$ cat src/rtl/digital_in_pkg.sv
// Shared definitions for the digital input peripheral: word register indices
// on the peripheral bus.
package digital_in_pkg;

  localparam logic [1:0] REG_STATE    = 2'd0;
  localparam logic [1:0] REG_FLAGS    = 2'd1;
  localparam logic [1:0] REG_IRQ_EN   = 2'd2;
  localparam logic [1:0] REG_EDGE_SEL = 2'd3;

endpackage

$ cat src/rtl/din_debounce.sv
// One input bit: 2-FF synchronizer followed by a stability counter that only
// lets the filtered state follow the pin after DEB_CYCLES steady cycles.
module din_debounce #(
  parameter int DEB_CYCLES = 16
) (
  input  logic clk,
  input  logic rst_n,
  input  logic pin,
  output logic state,
  output logic change
);

  localparam int CW = $clog2(DEB_CYCLES + 1);
  localparam logic [CW-1:0] LAST = CW'(DEB_CYCLES - 1);

  logic          s1;
  logic          s2;
  logic [CW-1:0] cnt;

  // change is high in the cycle whose closing posedge flips state
  assign change = (s2 != state) && (cnt == LAST);

  always_ff @(posedge clk or negedge rst_n) begin
    if (!rst_n) begin
      s1    <= 1'b0;
      s2    <= 1'b0;
      state <= 1'b0;
      cnt   <= '0;
    end else begin
      s1 <= pin;
      s2 <= s1;
      if (s2 == state) begin
        cnt <= '0;
      end else if (cnt == LAST) begin
        state <= s2;
        cnt   <= '0;
      end else begin
        cnt <= cnt + 1'b1;
      end
    end
  end

endmodule

$ cat src/rtl/digital_in.sv
// Memory-mapped digital input port: filtered pin state, sticky W1C edge flags,
// interrupt mask and edge polarity registers, and one level interrupt.
module digital_in
  import digital_in_pkg::*;
#(
  parameter int N_INPUTS   = 16,
  parameter int DEB_CYCLES = 16
) (
  input  logic                clk,
  input  logic                rst_n,
  input  logic [N_INPUTS-1:0] pins,
  input  logic [1:0]          A,
  input  logic [31:0]         WD,
  input  logic                WE,
  output logic [31:0]         RD,
  output logic                irq
);

  logic [N_INPUTS-1:0] state;
  logic [N_INPUTS-1:0] change;
  logic [N_INPUTS-1:0] evt;
  logic [N_INPUTS-1:0] flags;
  logic [N_INPUTS-1:0] irq_en;
  logic [N_INPUTS-1:0] edge_sel;
  logic [N_INPUTS-1:0] wd_bits;
  logic [N_INPUTS-1:0] flag_clr;
  logic [N_INPUTS-1:0] rd_bits;
  logic                unused_wd;

  for (genvar g = 0; g < N_INPUTS; g++) begin : g_pin
    din_debounce #(
      .DEB_CYCLES(DEB_CYCLES)
    ) u_deb (
      .clk   (clk),
      .rst_n (rst_n),
      .pin   (pins[g]),
      .state (state[g]),
      .change(change[g])
    );
  end

  assign wd_bits   = WD[N_INPUTS-1:0];
  assign unused_wd = ^WD;

  // Rising: state about to go 0->1 with sel=0; falling: 1->0 with sel=1
  assign evt      = change & ~(edge_sel ^ state);
  assign flag_clr = (WE && (A == REG_FLAGS)) ? wd_bits : '0;

  always_ff @(posedge clk or negedge rst_n) begin
    if (!rst_n) begin
      flags    <= '0;
      irq_en   <= '0;
      edge_sel <= '0;
    end else begin
      // New events are OR-ed after the clear so a colliding event survives
      flags <= (flags & ~flag_clr) | evt;
      if (WE && (A == REG_IRQ_EN))   irq_en   <= wd_bits;
      if (WE && (A == REG_EDGE_SEL)) edge_sel <= wd_bits;
    end
  end

  always_comb begin
    rd_bits = '0;
    case (A)
      REG_STATE:    rd_bits = state;
      REG_FLAGS:    rd_bits = flags;
      REG_IRQ_EN:   rd_bits = irq_en;
      REG_EDGE_SEL: rd_bits = edge_sel;
      default:      rd_bits = '0;
    endcase
  end

  assign RD  = 32'(rd_bits);
  assign irq = |(flags & irq_en);

endmodule

$ cat config.mk
export PLATFORM = sky130hd
export DESIGN_NAME = digital_in
export DESIGN_NICKNAME = d
export VERILOG_FILES = /design/src/rtl/digital_in_pkg.sv /design/src/rtl/din_debounce.sv /design/src/rtl/digital_in.sv
export SDC_FILE = /design/constraint.sdc
export NUM_CORES = 1
export LEC_CHECK = 0
export CAP_MARGIN = 20
export CORE_MARGIN = 3
export CORE_UTILIZATION = 30
export DETAILED_ROUTE_END_ITERATION = 8
export SETUP_SLACK_MARGIN = 0.05
export SLEW_MARGIN = 5
export SYNTH_ARGS = -nofsm -noshare
export SYNTH_HDL_FRONTEND = slang
export SYNTH_SLANG_ARGS = --single-unit
$ cat constraint.sdc
create_clock -name clk -period 5.5 [get_ports clk]
set_input_delay 1.65 -clock clk [delete_from_list [all_inputs] [get_ports clk]]
set_output_delay 1.65 -clock clk [all_outputs]
set_load 0.02 [all_outputs]
Word-level counts from Yosys, hierarchy flattened --
Cells that the tools add are included.
Operators by class: add/subtract/negate cells 16, equal/unequal tests 51, muxes and demuxes 34, bitwise gates (word level) 23, reduce and logical (&&, ||, !) cells 37
Operators by type and width (count):
- $mux W5 | 32
- $add A5 B1 Y5 const B | 16
- $eq A5 B4 Y1 const B | 16
- $pmux W16 S4 | 1
- $and A16 B16 Y16 | 3
- $not A16 Y16 | 2
- $reduce_and A2 Y1 | 16
- $logic_and A1 B1 Y1 | 19
- $eq A1 B1 Y1 | 16
- $mux W16 | 1
- $ne A1 B1 Y1 | 16
- $not A1 Y1 | 16
- $or A16 B16 Y16 | 1
- $reduce_or A16 Y1 | 1
- $xor A16 B16 Y16 | 1
- $eq A2 B2 Y1 const B | 2
- $eq A2 B1 Y1 const B | 1
- $logic_not A2 Y1 | 1
Storage, ports and cells: register bits 176, bits of input ports 53, output and inout port bits 33, logic and storage cells 228

Logic depth before layout (Yosys ltp) --
depth in word-level cells 6, gate-level depth with buffers 6, depth with buffers taken out 4

Modules after synthesis --
From an unflattened synthesis, not the netlist that was laid out.
Unflattened totals: cell total of the unflattened synthesis 581, area, all modules 7770.0 um2
Modules (own cells, without submodules):
- din_debounce | instances 16, cells each 25, area an instance 322.8 um2, seq. area each 200.2 um2
- digital_in | instances 1, cells each 181, area an instance 2605.0 um2, seq. area each 1201.2 um2

Worst setup path before layout --
OpenSTA, ideal clock, no wires.
path type in2out, start point in A[0], end point out RD[11], data arrival time 2518 ps, data required time 3850 ps, slack 1332 ps, stages 3, buffers on the path 2, cells stage by stage buf_6 buf_6 mux4_2
Between the ends: longest elaborated chain between the ends 2, elaborated cells on any way between the ends 5, classes of those cells eq/ne: 3; mux: 1; reduce/logical: 1
RTL lines:
- start: declaration | RTL line digital_in.sv:12 | input logic [1:0] A,
- $eq A2 B2 Y1 (tied with other cells) | RTL line digital_in.sv:64 | case (A)
- $pmux W16 S4 * | RTL line digital_in.sv:64
- end: declaration | RTL line digital_in.sv:15 | output logic [31:0] RD,
Every way passes the cells marked *; elsewhere a longest branch is shown, timed or not.

Final worst setup path --
start point in A[0], end point out RD[0]
Same word-level chain as after synthesis.

==> results.md <==
- Combinational share of power: roughly a tenth
- Antenna cells: 0
- Die W: roughly 160 um
- Crit Path Category: input pin to primary output
- Clock buffer count from CTS: 17
- Die ar.: 27,100 sq um
- Die Ht: between 150 and 200 um
- CTS tree: built
- # setup viols final: 0
- Final #Nets: 714
- Switch share: a little under a quarter
- Most frequent cells in the layout: 176 x dfrtp_1, 61 x nor2_1, 52 x clkdlybuf4s50_1
- Worst EP arrival: between 3 and 4 ns
- Detailed Routing Iterations Pass 1: 4
- Outcome: finished, final reports clean
- Starting density of the core: between 30% and 40%
- Htree depth: 4
- Worst Setup Start Kind: input pin
- Final WL: 13,800 um
- R2r worst-path depth: 4
- Post-synth ARST share: 100%
- Leakage: approximately 0.0043 uW
- Cell Rows: 57
- HPWL after DPL: just over 9000 um
- Relative slew margins: 35.8%
- Fin cells: between 900 and 1,000
- Post-synth EDFFs: 0
- Hold Buf Count CTS: 0
- Vias per cell: approximately 4.5
- Synthesized flop and latch total: around 180
- GR Util All Layers: between 10% and 20%
- Cells after synthesis: approximately 580
- Internal Pwr Total: between 2000 and 2500 uW
- Initial antenna violation count: 2
- DRC Markers: 0
- Layout cell share with drive strength beyond 1: 14.3%
- Syn. warnings: 0
- Max VDD drop: 195 uV
- Flop pwr share: about half
- Crit share post-route: a little over nine tenths
- Worst skew pair latency: about 0.43 ns
- Cts repair resizes: 0
- Avg Synthesized Cell Area: about 13 sq um
- Crit Path Max Fanout: 19
- Power per cell area: between 300 and 400 nW/um^2
- Iter 0 DRT Violations: ~210
- Max-slew violations: 0
- DP Cell Count: 950
- CP endpoint kind: primary output
- Total clock sinks: 176
- Sequential fraction of the synthesis area: about three fifths
- First-pass GRT wire length: ~23,000 um
- Tmin final: 5.20 ns
- Synth cell types: 28
- Number of global-route vias before repair: between 4,000 and 5,000
- Slew at the pin closest to its max-slew limit: between 0.9 and 1 ns
- Psw: approximately 700 uW
- Pin count of the biggest net entering global routing: 104
- IO Pins: 86
- MaxCap Viol Count: 0
- Req. time, crit path: a little under 4 ns
- Per-cell routed wire length: 14.1 um
- Prevailing post-synth register cell: dfrtp_1
- Final hold vios: 0
- Gpl congestion: 0.752
- CTS root buf: clkbuf_16
- Clk pwr share: 41.9%
- Most common cell after layout, fill and taps aside: dfrtp_1
- Post-CTS setup buffers: 0
- Post-Synthesis Cell Area: approximately 7600 sq um
- Unrepaired setup endpoints after global routing: no
- Highest clock rate: 0.192 GHz
- Clock Skews: 0.00603 ns
- Post-route antenna net violation count: 0
- GRT overflow: 0
- Clk slew on worst S/H paths: ~0.06 ns
- CTS Buffer Depth: 2
- Layout area overhead: 19.3%
- Via count: between 4,000 and 5,000
- Hold Path Class: flip-flop to flip-flop
- Core outline area: between 20,000 and 25,000 sq um
- Total Neg Setup Slack: 0 ns
- PortBufs: 53
- Hold depth: 0
==> synthesized netlist by cell type, types with 16 or more instances <==
cell | count | area share [%]
a22o_1 | 20 | 2.3
and2_1 | 19 | 1.6
and3_1 | 16 | 1.3
buf_4 | 16 | 1.6
dfrtp_1 | 176 | 58
ha_1 | 16 | 2.6
mux2_2 | 38 | 5.7
nand2_1 | 19 | 0.94
nand2b_1 | 16 | 1.3
nand3_1 | 32 | 2.1
nor2_1 | 61 | 3.0
o21ai_0 | 29 | 1.9
xor2_1 | 48 | 5.6
==> flip-flops by register name (all words and copies together), names as in the netlist <==
name / flops
g_pin.u_deb.cnt: 80
g_pin.u_deb.s2: 16
edge_sel: 16
g_pin.u_deb.s1: 16
g_pin.u_deb.state: 16
irq_en: 16
flags: 16
==> power groups by stage <==
stage | Combinational (uW) | Sequential [uW] | Clock (uW)
finish | 291 | 1450 | 1250
global route | 327 | 1460 | 1360
CTS | 299 | 1450 | 1300
detailed placement | 298 | 1470 | 0
global placement | 295 | 1470 | 0
floorplan | 192 | 1450 | 0
==> stage by stage <==
| stage | utilization (%) | power, uW | cell area [sq um] | hold WS, ns | setup slack, ns |
|---|---|---|---|---|---|
| after floorplan | - | 1640 | 7610 | 0.331 | 1.33 |
| after global placement | 34.3 | 1770 | 8400 | 0.332 | 0.264 |
| after detailed placement | 34.3 | 1770 | 8400 | 0.336 | 0.267 |
| after CTS | 36.7 | 3050 | 9010 | 0.351 | 0.267 |
| after global routing | 36.7 | 3140 | 9010 | 0.351 | 0.223 |
| final | 36.7 | 3000 | 9010 | 0.347 | 0.295 |
==> kinds of logic after synthesis <==
group	Yosys count	synth area share, %
and+or+nand+nor	180	12.3
adders and majority gates	16	2.65
xor gates and xnor gates	48	5.56
other	1	0.0496
buffers and inverters	37	3.46
DFF	176	58.3
AOI/OAI and AO/OA	56	4.95
muxes	64	12.7
==> layer usage <==
layer / part of all wire, % / GRT usage, % / vias to the layer above
li1: - / - / 2134
met1: 50 / 15.9 / 2186
met2: 44 / 15.8 / 66
met4: 1.1 / 3.32 / 4
met3: 4.8 / 3.89 / 16
met5: 0.20 / 0 / -
==> worst max-delay path, stage by stage <==
cell,delay (ns)
clkdlybuf4s50_1,0.50
buf_12,0.21
mux4_1,0.61
clkdlybuf4s50_1,0.57
==> final timing paths <==
kind	startpoint	to	slack [ns]
max	A[0]	RD[0]	0.30
min in group asynchronous	rst_n	g_pin[13].u_deb.cnt[0]	1.30
min	g_pin[8].u_deb.s1	g_pin[8].u_deb.s2	0.35
max reg2reg	g_pin[14].u_deb.cnt[0]	g_pin[14].u_deb.state	4.16
max in group asynchronous	rst_n	g_pin[2].u_deb.s1	3.30
min reg2reg	g_pin[8].u_deb.s1	g_pin[8].u_deb.s2	0.35
==> layout make-up <==
type                       instances  area, sq um
clock buffer                      20          447
clock inverter                    11          164
fill                            2399        15500
inverter                          13         48.8
multi-input combinational        380         2950
sequential                       176         4400
tap                              324          405
timing repair buffer              57          599
Power figures use the tool's default switching activity.
